<file path="src/rtl/i2s_serializer.sv">
// rtl/i2s_serializer.sv - stereo parallel-to-I2S transmitter with one-frame holding buffer
`timescale 1ns/1ps
module i2s_serializer #(
    parameter int DATA_WIDTH = 24
) (
    input  logic                  i_clock,
    input  logic                  i_reset,
    input  logic                  i_codec_bit_clock,
    input  logic                  i_codec_lr_clock,
    output logic                  o_codec_dac_data,
    input  logic [DATA_WIDTH-1:0] i_data_left,
    input  logic [DATA_WIDTH-1:0] i_data_right,
    input  logic                  i_data_valid,
    output logic                  o_data_ready,
    output logic                  o_underflow
);
    localparam int CW = $clog2(DATA_WIDTH + 1);

    typedef enum logic [2:0] {
        S_IDLE,
        S_LEFT_WAIT,
        S_LEFT_SHIFT,
        S_WAIT_LR_RISE,
        S_RIGHT_WAIT,
        S_RIGHT_SHIFT,
        S_WAIT_LR_FALL
    } state_t;

    state_t                r_state;
    state_t                w_state_next;
    logic [1:0]            r_bclk_sync;
    logic [1:0]            r_lr_sync;
    logic                  r_bclk_dly;
    logic                  r_lr_dly;
    logic                  r_bclk_rise;
    logic                  r_bclk_fall;
    logic                  r_lr_rise;
    logic                  r_lr_fall;
    logic [DATA_WIDTH-1:0] r_hold_left;
    logic [DATA_WIDTH-1:0] r_hold_right;
    logic                  r_hold_full;
    logic [DATA_WIDTH-1:0] r_shift_left;
    logic [DATA_WIDTH-1:0] r_shift_right;
    logic [CW-1:0]         r_bit_count;
    logic                  r_dac_data;
    logic                  r_underflow;
    logic                  w_accept;
    logic                  w_lr_edge;
    logic                  w_last_bit;
    logic                  w_shift_left_en;
    logic                  w_shift_right_en;
    logic                  w_count_clr;
    logic                  w_dac_next;

    assign o_data_ready     = ~r_hold_full & ~i_reset;
    assign o_codec_dac_data = r_dac_data;
    assign o_underflow      = r_underflow;
    assign w_accept         = i_data_valid & o_data_ready;
    assign w_lr_edge        = r_lr_rise | r_lr_fall;
    assign w_last_bit       = (r_bit_count == CW'(DATA_WIDTH - 1));

    // Fixed sync + edge-register depth keeps BCLK-fall to data-change latency constant.
    always_ff @(posedge i_clock) begin
        if (i_reset) begin
            r_bclk_sync <= '0;
            r_lr_sync   <= '0;
            r_bclk_dly  <= 1'b0;
            r_lr_dly    <= 1'b0;
            r_bclk_rise <= 1'b0;
            r_bclk_fall <= 1'b0;
            r_lr_rise   <= 1'b0;
            r_lr_fall   <= 1'b0;
        end else begin
            r_bclk_sync <= {r_bclk_sync[0], i_codec_bit_clock};
            r_lr_sync   <= {r_lr_sync[0], i_codec_lr_clock};
            r_bclk_dly  <= r_bclk_sync[1];
            r_lr_dly    <= r_lr_sync[1];
            r_bclk_rise <= r_bclk_sync[1] & ~r_bclk_dly;
            r_bclk_fall <= ~r_bclk_sync[1] & r_bclk_dly;
            r_lr_rise   <= r_lr_sync[1] & ~r_lr_dly;
            r_lr_fall   <= ~r_lr_sync[1] & r_lr_dly;
        end
    end

    always_ff @(posedge i_clock) begin
        if (i_reset) begin
            r_state <= S_IDLE;
        end else begin
            r_state <= w_state_next;
        end
    end

    always_comb begin
        w_state_next = r_state;
        if (r_lr_fall) begin
            w_state_next = S_LEFT_WAIT;
        end else if (r_lr_rise && (r_state != S_IDLE)) begin
            w_state_next = S_RIGHT_WAIT;
        end else begin
            case (r_state)
                S_LEFT_WAIT:   if (r_bclk_rise) w_state_next = S_LEFT_SHIFT;
                S_LEFT_SHIFT:  if (r_bclk_fall && w_last_bit) w_state_next = S_WAIT_LR_RISE;
                S_RIGHT_WAIT:  if (r_bclk_rise) w_state_next = S_RIGHT_SHIFT;
                S_RIGHT_SHIFT: if (r_bclk_fall && w_last_bit) w_state_next = S_WAIT_LR_FALL;
                default: ;
            endcase
        end
    end

    // Any LR edge aborts the current slot; otherwise data only moves on BCLK falling.
    always_comb begin
        w_shift_left_en  = 1'b0;
        w_shift_right_en = 1'b0;
        w_count_clr      = 1'b0;
        w_dac_next       = r_dac_data;
        if (w_lr_edge) begin
            w_count_clr = 1'b1;
            w_dac_next  = 1'b0;
        end else if (r_state == S_IDLE) begin
            w_dac_next = 1'b0;
        end else if (r_bclk_fall) begin
            case (r_state)
                S_LEFT_SHIFT: begin
                    w_shift_left_en = 1'b1;
                    w_dac_next      = r_shift_left[DATA_WIDTH-1];
                end
                S_RIGHT_SHIFT: begin
                    w_shift_right_en = 1'b1;
                    w_dac_next       = r_shift_right[DATA_WIDTH-1];
                end
                default: w_dac_next = 1'b0;
            endcase
        end
    end

    always_ff @(posedge i_clock) begin
        if (i_reset) begin
            r_hold_left   <= '0;
            r_hold_right  <= '0;
            r_hold_full   <= 1'b0;
            r_shift_left  <= '0;
            r_shift_right <= '0;
            r_bit_count   <= '0;
            r_dac_data    <= 1'b0;
            r_underflow   <= 1'b0;
        end else begin
            r_underflow <= r_lr_fall & ~r_hold_full;
            r_dac_data  <= w_dac_next;
            if (w_accept) begin
                r_hold_left  <= i_data_left;
                r_hold_right <= i_data_right;
                r_hold_full  <= 1'b1;
            end else if (r_lr_fall) begin
                r_hold_full <= 1'b0;
            end
            if (r_lr_fall) begin
                r_shift_left  <= r_hold_full ? r_hold_left : '0;
                r_shift_right <= r_hold_full ? r_hold_right : '0;
            end else begin
                if (w_shift_left_en) begin
                    r_shift_left <= {r_shift_left[DATA_WIDTH-2:0], 1'b0};
                end
                if (w_shift_right_en) begin
                    r_shift_right <= {r_shift_right[DATA_WIDTH-2:0], 1'b0};
                end
            end
            if (w_count_clr) begin
                r_bit_count <= '0;
            end else if (w_shift_left_en | w_shift_right_en) begin
                r_bit_count <= w_last_bit ? '0 : r_bit_count + CW'(1);
            end
        end
    end
endmodule
</file>
<file path="config.mk">
export PLATFORM = sky130hd
export DESIGN_NAME = i2s_serializer
export DESIGN_NICKNAME = d
export VERILOG_FILES = /design/src/rtl/i2s_serializer.sv
export SDC_FILE = /design/constraint.sdc
export NUM_CORES = 1
export LEC_CHECK = 0
export CORE_UTILIZATION = 48
export CTS_CLUSTER_SIZE = 10
export DETAILED_ROUTE_END_ITERATION = 8
export HOLD_SLACK_MARGIN = 0.15
export PLACE_DENSITY = 0.77
export SLEW_MARGIN = 0
export SYNTH_ARGS = -nofsm -noshare
export SYNTH_HDL_FRONTEND = slang
export SYNTH_SLANG_ARGS = --single-unit
</file>
<file path="constraint.sdc">
create_clock -name i_clock -period 1.9 [get_ports i_clock]
set_input_delay 0.57 -clock i_clock [delete_from_list [all_inputs] [get_ports i_clock]]
set_output_delay 0.57 -clock i_clock [all_outputs]
set_load 0.05 [all_outputs]
</file>
# After elaboration in Yosys (flattened, before gate mapping)
# Cells that the tools add are included.
[totals]
register_bits = 117
in_bits = 53
output_inout_bits = 3
word_cells = 95
[classes]
n_addsub = 1
n_eq_ne = 17
n_mux = 26
bitwise_logic = 15
n_reduce_logical = 17
[ops]
columns = ["op", "count"]
rows = [
  ["24-bit two-way mux", 6],
  ["4-bit inequality test, second input constant", 4],
  ["3-bit two-way mux", 5],
  ["5-bit AND reduction", 3],
  ["1-bit two-way mux", 12],
  ["3-bit inequality test, second input constant", 4],
  ["3-bit one-hot mux with 4 select lines", 1],
  ["2-bit inequality test, second input constant", 4],
  ["1-bit bitwise AND", 7],
  ["3-bit equality test, second input constant", 2],
  ["1-bit inverter", 6],
  ["2-bit nonzero test", 3],
  ["6-bit nonzero test", 1],
  ["3-bit OR reduction", 2],
  ["5-bit by 1-bit adder with 5-bit output, second input constant", 1],
  ["5-bit equality test, second input constant", 1],
  ["5-bit two-way mux", 1],
  ["5-bit nonzero test", 1],
  ["4-bit nonzero test", 1],
  ["2-bit OR reduction", 2],
  ["3-bit by 1-bit equality test with 1-bit output, second input constant", 1],
  ["3-bit by 2-bit equality test with 1-bit output, second input constant", 1],
  ["3-bit zero test", 1],
  ["3-bit nonzero test", 1],
  ["other kinds (3)", 5],
]

# Depth between registers and ports, before layout
# Gate-level depths: netlist of run 1.
[depth]
ltp_word = 7
ltp_mapped = 6
depth_no_buf = 4

# Worst setup path after synthesis of run 1
# No wires, ideal clock.
[synth_timing]
path_kind = "input to output"
from = "input port i_reset"
to = "output port o_data_ready"
arrival_time_ns = 1.770
required_ns = 1.330
slack_ns = -0.440
stages = 4
n_path_buf = 3
path_cell_list = "clkbuf_1 > clkbuf_1 > buf_2 > nor2_1"
[synth_via]
elab_chain_len = 2
[synth_lines]
columns = ["item", "line", "source"]
rows = [
  ["start: declaration", "7", "input logic i_reset,"],
  ["1-bit inverter", "55", "assign o_data_ready = ~r_hold_full & ~i_reset;"],
  ["1-bit bitwise AND", "55", ""],
  ["end: declaration", "14", "output logic o_data_ready,"],
]
# No other way between the ends.

# Worst setup path after layout of run 1
[layout_timing]
from = "register r_hold_full"
to = "output port o_data_ready"
[layout_via]
elab_chain_len = 2
[layout_lines]
columns = ["item", "line", "source"]
rows = [
  ["start: declaration", "41", "logic r_hold_full;"],
  ["start signal: assignment", "140", "r_hold_full <= 1'b0;"],
  ["start signal: assignment", "152", "r_hold_full <= 1'b1;"],
  ["start signal: assignment", "154", "r_hold_full <= 1'b0;"],
  ["1-bit inverter", "55", ""],
  ["1-bit bitwise AND", "55", ""],
]
# No other way between the ends.

==> metrics, run 1 <==
GRT Util Overall about 22%; Post-Syn Area per Cell approximately 8.6 um^2; placed cell area about 5700 um^2; H-tree levels 4; post-synthesis sequential area ratio between 40% and 50%; WL final roughly 12,000 um; fillers ~800; Synthesized Nets approximately 640; DR vias/cell 5.716; post-route insts no fill around 760; Inst Count DP 730; Port Buffer Count 55; Slew Limit Headroom between 60% and 70%; Max Cap Viol 0; pre-CTS setup slack about 3.5 ps; Mapped Cells a little under 600; CP Class register to output port; Synth Flop Type dfxtp_1; routed wl met2 5667 um; fin. max-slew vios 0; crit-path max FO 16; f_max around 550 MHz; first-pass GRT wire length 19,580 um; setup TNS 0 ps; Met1 Wirelength between 5000 and 6000 um; IO Count 56; Hold Path Class register to register; final worst slack 86.17 ps; Worst Path Arrival around 1200 ps; TritonCTS clock tree yes; Worst Max-Slew Pin Slew about 540 ps; synth top area cells dfxtp_1, a311oi_1, nand2_1, nand2b_1, a211oi_1; most common cell after layout, fill and taps aside dfxtp_1; GPL Wtd Cong 0.7748; Synth Register Bits 117; hpwl dp 6951 um; largest net degree at the start of global routing 84; Mapped Area roughly 5000 um^2; share of post-route cells with drive strength above 1 between 10% and 20%; Iteration-0 DRC Markers roughly 310; initial core utilization about 50%; num rows 36; asr flop ratio synth 0%; diode count 0; Clock Pin Slew Worst Setup and Hold Paths approximately 60 ps; Die Span Y about 100 um; initial antenna violation count 0; period utilization a little over nine tenths; cell taking the most area after synthesis dfxtp_1; clk root buf clkbuf_8; Clock Tree Buf Depth 2; routed len/inst around 15 um; Clock Latency Late Sink roughly 510 ps; Yosys warning count 0; number of synthesized flops with an enable pin 0; Syn-to-layout area delta 27.07%; Final #Nets between 600 and 700; Setup Viol. Count Final 0; Crit path required time around 1300 ps; Hold Fails Final Rpt 0; DRC errors left 0; Vias ~4,400; core box area approximately 10000 um^2; peak supply drop slightly above 600 uV; drt first pass iters 4; status complete, no violations; met3 WL roughly 520 um; die area around 11,000 um^2; RSZ-0062 raised after global routing false; Leak 2.092 nW; PwrDens 1012 nW/um^2; die width ~100 um; CP Capture Type output port; post-synth top area share between 40% and 50%; total CTS buffers 17; clk_skew 10.79 ps; crit path launch type register; Design Area, Final 6361 um^2; clk sinks approximately 120; Yosys cell types 40; ANT nets after route 0; commonest non-fill, non-tap cells in the layout dfxtp_1, nand2_1, o21ai_0, nand2b_1, clkdlybuf4s50_1; max layer used met4; vias in the first global route 4,181; Final Util 63.90%; global route total overflow 0; Final Critical Period ~1800 ps
## cells in the mapped netlist (all sizes together) (3+ instances only)
master	count
mux2i	6
o21ai	60
a311oi	44
inv	3
nand2b	51
a21oi	11
buf	32
a211oi	41
dfxtp	117
nor2b	11
nor3	3
nand2	92
nor2	3
nor3b	5
a31oi	4
nand3	47
clkbuf	29
or3	4
o211ai	3
## logic make-up (layout without fill, tap and decap cells)
kind of cell             after synthesis  count (layout)  share of synthesized area, %
adder cells (fa/ha/maj)                1               1                        0.2499
multiplexers                           6               6                         1.200
flip-flops                           117             117                         46.79
buffers and inverters                 64             114                         5.824
AND/OR/NAND/NOR                      225             225                         22.89
AO/OA/AOI/OAI                        168             168                         23.04
## state kept, by name, indices dropped and copies added (netlist names), 2 cells and up
register / cells
r_bit_count: 5
r_shift_right: 24
r_state: 3
r_lr_sync: 2
r_shift_left: 24
r_bclk_sync: 2
r_hold_right: 24
r_hold_left: 24
## worst max-delay path, stage by stage, from the launching register on
cell	delay [ps]
dfxtp_4	420
nor2_4	110
buf_4	200
## timing repair
item / in CTS / in global routing
hold endpoints to repair: 0 / 0
buffers inserted: 0 / 2
pin swaps: 0 / 0
hold buffers: 0 / 0
resized for setup: 1 / 0
gates cloned: 0 / 0
setup endpoints to repair: 1 / 1
## power breakdown
group	leakage [nW]	internal (mW)	switching [mW]
clock network	0.304	2.29	1.12
logic	0.834	0.211	0.187
registers	0.955	2.56	0.0686
total	2.09	5.06	1.38
## routing by layer
| metal | vias up | track usage, % |
|---|---|---|
| met5 | - | 0 |
| met4 | 0 | 7.653 |
| met3 | 19 | 6.516 |
| met2 | 120 | 36.48 |
| met1 | 2057 | 27.60 |
| li1 | 2171 | - |
## metrics by stage
stage	total power [mW]	hold WS, ps
final	6.438	404.6
after global placement	3.056	389.6
after global routing	6.667	426.7
after detailed placement	3.070	394.6
after floorplan	2.872	383.5
after CTS	6.487	406.6
## layout make-up
class	count	area, um^2	area share [%]
inverters	3	11.26	0.1770
clock inverters	13	205.2	3.226
clock buffers	19	431.7	6.786
multi-input cells	400	2394	37.63
flip-flops and latches	117	2347	36.90
well taps	133	166.4	2.616
repair buffers	79	805.8	12.67
## path summary, 6_finish.rpt
path               start              end  slack, ps  cells past startpoint
max reg2reg   r_state[1]  r_shift_left[3]        150                      3
min             r_lr_dly        r_lr_rise        400                      1
min reg2reg     r_lr_dly        r_lr_rise        400                      1
max          r_hold_full     o_data_ready         90                      2
Note: power is estimated with default switching activity, not from simulation.
==> run 2: changes to the inputs <==
--- a/config.mk
+++ b/config.mk
@@ -7,4 +7,5 @@
 export LEC_CHECK = 0
+export CAP_MARGIN = 20
 export CORE_UTILIZATION = 48
-export CTS_CLUSTER_SIZE = 10
+export CTS_CLUSTER_SIZE = 40
 export DETAILED_ROUTE_END_ITERATION = 8
--- a/constraint.sdc
+++ b/constraint.sdc
@@ -3,2 +3,2 @@
 set_output_delay 0.57 -clock i_clock [all_outputs]
-set_load 0.05 [all_outputs]
+set_load 0.1 [all_outputs]
==> run 2 against run 1 <==
First-iteration DRC count down 6.4%. Sequential power about the same. Highest routed layer unchanged. Critical path type is now register to register. Clock skew down 1.6 ps. Fmax up 1.0%. Largest power group unchanged.
==> metrics, run 2 (synthesized netlist as in run 1, its figures left out) <==
Inst Count DP 725; fin. max-slew vios 0; CP Class register to register; Final Util 63.11%; largest net degree at the start of global routing 63; routed len/inst roughly 15 um; Post-CTS Hold Fix Bufs 0; ANT nets after route 0; clk sinks 117; clk_skew just over 9 ps; placed cell area ~5700 um^2; Hold Path Stages 2; status complete, no violations; initial core utilization between 50% and 60%; worst reg-to-reg path cell count 3; Min-Delay Endpoint r_hold_full; crit path launch type register; DR vias/cell between 5 and 6; Hold WS just under 400 ps; CP Capture Type register; Worst Max-Slew Pin Slew 601.8 ps; peak supply drop 602.6 uV; GPL Wtd Cong about 0.76; WL final between 10,000 and 15,000 um; Syn-to-layout area delta 25.49%; flop2flop setup slack around 100 ps; hpwl dp between 6000 and 7000 um; Design Area, Final about 6300 um^2; Final Critical Period roughly 1800 ps; Iteration-0 DRC Markers slightly below 300; Slew Limit Headroom around three fifths; drt first pass iters 5; Port Buffer Count 55; core box area ~10000 um^2; reg2reg end r_shift_left[14]; Setup Viol. Count Final 0; vias in the first global route between 4,000 and 5,000; Sequential Area around 2300 um^2; Vias about 4,300; Hold Path Class primary input to register; Clock Pin Slew Worst Setup and Hold Paths 60 ps; Clock Latency Late Sink 520 ps; RSZ-0062 raised after global routing false; worst hold start i_reset; # resized after CTS 0; Power Total approximately 6.2 mW; worst r2r src r_state[1]; f_max about 560 MHz; Multi-input gate area around 2400 um^2; die width 104.1 um; IO Count between 50 and 60; Max Cap Viol 0; share of post-route cells with drive strength above 1 under 10%; DRC errors left 0; PwrDens between 900 and 1000 nW/um^2; num rows 36; Hold Fails Final Rpt 0; GRT Util Overall a little over a fifth; H-tree levels 4; fillers roughly 800; post-route insts no fill approximately 760; Worst Path Arrival roughly 2200 ps; Final #Nets roughly 670; initial antenna violation count 0; TritonCTS clock tree yes; most common cell after layout, fill and taps aside dfxtp_1; die area ~11,000 um^2; diode count 0; Die Span Y between 100 and 150 um; Leak between 2 and 2.5 nW; commonest non-fill, non-tap cells in the layout dfxtp_1, nand2_1, o21ai_0, nand2b_1, clkdlybuf4s50_1; period utilization between 90% and 100%; Clock Tree Buf Depth 2; clk root buf clkbuf_8; global route total overflow 0; crit-path max FO 17; Post-CTS Setup Bufs 0; total CTS buffers 17; Crit path required time approximately 2300 ps; first-pass GRT wire length a little under 20,000 um
-- run 2: changes by cell type in the layout (fill, tap and decap cells not counted) --
cell,before,now
clkinvlp_4,3,0
bufinv_16,5,3
buf_12,7,9
dfxtp_4,1,0
clkinv_4,2,1
clkbuf_8,2,4
dfxtp_2,1,2
buf_4,20,11
clkinv_2,3,6
-- run 2: power by group --
part	internal, mW	switching [mW]
logic	0.209	0.195
clock network	2.08	1.08
registers	2.56	0.0628
total	4.85	1.34
-- run 2: metal layers --
layer	part of all wire (%)	vias to the layer above	global-route usage, %
met5	0	-	0
met4	0.94	0	6.939
met3	5.3	12	5.702
met2	50	123	37.62
met1	44	2019	26.90
li1	-	2149	-
-- run 2: layout make-up --
cell class,instances,share of cell area [%]
Clock buffer,21,7.309
Clock inverter,10,2.051
Inverter,3,0.1792
Multi-Input combinational cell,400,38.10
Sequential cell,117,37.32
Tap cell,133,2.649
Timing Repair Buffer,72,12.39
-- run 2: how the worst max path moves through the flow --
stage | startpoint | end | slack [ps] | cells after the start
finish | r_state[1] | r_shift_left[14] | 100 | 3
global route | r_state[1] | r_shift_left[10] | 20 | 3
CTS | r_state[1] | r_shift_left[14] | 150 | 3
detailed placement | i_data_valid | r_hold_right[13] | 1 | 4
global placement | i_data_valid | r_hold_right[7] | 30 | 4
floorplan | i_reset | o_data_ready | -140 | 4
-- run 2: metrics by stage --
step                      worst slack (ps)  TNS, ps
after global routing                 23.51        0
after global placement               33.20        0
after floorplan                     -140.5   -140.5
after CTS                            146.0        0
final                                104.6        0
after detailed placement             1.171        0
-- run 2: worst max-delay path: stages, from the launching register on --
cell and delay (ps):
dfxtp_1 470, or3b_1 500, o21ai_4 470, a311oi_1 190
==> run 3: changes to the inputs <==
Settings changed: CORE_ASPECT_RATIO from default to 2, CORE_MARGIN from default to 2.
==> run 3 against run 2 <==
Design area is 0.70% lower. Clock-buffer cell count is 3 higher. Hold slack better by 9.7 ps. Power is 5.3% lower. Sequential share of layout area is 0.26 points higher. Clock power is 10% lower. Critical path depth is 1 lower. First-iteration DRC count is 13% higher. Routed wire length is 0.19% higher. Largest cell class unchanged. Largest power group unchanged. Highest routed layer unchanged.
==> metrics, run 3 (synthesized netlist as in run 1, its figures left out) <==
fillers just under 900; num rows between 50 and 60; Leak around 2.0 nW; Port Buffer Count between 50 and 60; total CTS buffers 17; Max Cap Viol 0; RSZ-0062 raised after global routing false; worst r2r src r_state[2]; core box area slightly above 10,000 um^2; crit-path max FO 5; fin. max-slew vios 0; initial core utilization between 40% and 50%; Final #Nets around 670; share of post-route cells with drive strength above 1 9.325%; pre-CTS setup slack -54.61 ps; Vias between 4,000 and 5,000; clk_skew 6.192 ps; initial antenna violation count 0; die width ~76 um; Final Critical Period between 1500 and 2000 ps; Clock Latency Late Sink roughly 410 ps; Iteration-0 DRC Markers approximately 330; clk sinks between 100 and 150; Worst Max-Slew Pin Slew about 610 ps; placed cell area ~5700 um^2; CP Class register to output port; ANT nets after route 0; period utilization between 80 and 90%; global route total overflow 0; WL final roughly 12,000 um; Multi-input gate area approximately 2400 um^2; f_max 604.4 MHz; clk root buf clkbuf_16; Syn-to-layout area delta 24.62%; Design Area, Final between 6000 and 7000 um^2; Hold Path Stages 1; GPL Wtd Cong about 0.77; drt first pass iters 5; Post-CTS Hold Fix Bufs 0; CP Capture Type output port; most common cell after layout, fill and taps aside dfxtp_1; PwrDens 938.2 nW/um^2; IO Count 56; GRT Util Overall between 20% and 30%; hpwl dp about 7000 um; Clock Tree Buf Depth 2; reg2reg end r_shift_right[21]; flop2flop setup slack around 290 ps; Clock Pin Slew Worst Setup and Hold Paths approximately 50 ps; vias in the first global route 4,329; Final Util about three fifths; largest net degree at the start of global routing between 100 and 150; Crit path required time about 1300 ps; Die Span Y about 150 um; H-tree levels 4; # resized after CTS 0; Hold Path Class register to register; worst hold start r_lr_sync[1]; worst reg-to-reg path cell count 4; Setup Viol. Count Final 0; crit path launch type register; Hold Fails Final Rpt 0; DR vias/cell 5.791; die area between 10,000 and 15,000 um^2; Min-Delay Endpoint r_lr_fall; Sequential Area roughly 2300 um^2; TritonCTS clock tree yes; final worst slack roughly 250 ps; commonest non-fill, non-tap cells in the layout dfxtp_1, nand2_1, o21ai_0, nand2b_1, clkdlybuf4s50_1; diode count 0; DRC errors left 0; Worst Path Arrival about 1100 ps; Post-CTS Setup Bufs 0; first-pass GRT wire length around 20,000 um; Slew Limit Headroom 59.12%; routed len/inst roughly 15 um; peak supply drop 764.3 uV; status complete, no violations
==> run 3: per-layer routing <==
layer,up-vias,GRT usage (%),wire length (um)
li1,2152,-,-
met1,2090,23.20,4673
met2,120,38.05,6125
met3,22,5.218,480
met4,0,9.273,224
met5,-,0,0
==> run 3: critical path: stages, from the launching register on <==
cell and delay [ps]:
dfxtp_2 380, nor2_4 120, buf_12 180
==> run 3: how the worst max path moves through the flow <==
stage | startpoint | endpoint | cells after the start
6_report | r_hold_full | o_data_ready | 2
5_1_grt | r_bclk_fall | r_bit_count[1] | 3
4_1_cts | r_hold_full | o_data_ready | 2
3_5_place_dp | i_data_valid | r_hold_left[14] | 4
3_3_place_gp | i_data_valid | r_hold_left[9] | 4
2_1_floorplan | i_reset | o_data_ready | 4
==> run 3: area by class of cell <==
cell class              count  share of cell area, %
clock buffers              24                  8.043
clock inverters             5                 0.4011
repair buffers             73                  12.80
well taps                 135                  2.708
inverters                   3                 0.1805
multi-input cells         400                  38.29
flip-flops and latches    117                  37.59
==> run 3: per-stage QoR <==
stage	cells	hold slack, ps	power, mW	TNS, ps
global route	757	430.3	6.034	0
floorplan	581	383.5	2.884	-140.5
finish	757	405.4	5.853	0
global placement	728	390.8	3.058	0
CTS	757	409.3	5.880	0
detailed placement	728	400.1	3.070	-536.6
==> run 3: power breakdown <==
| part | internal (mW) | switching, mW |
|---|---|---|
| clock | 1.80 | 1.03 |
| combinational | 0.208 | 0.196 |
| sequential | 2.56 | 0.0597 |
| total | 4.57 | 1.29 |
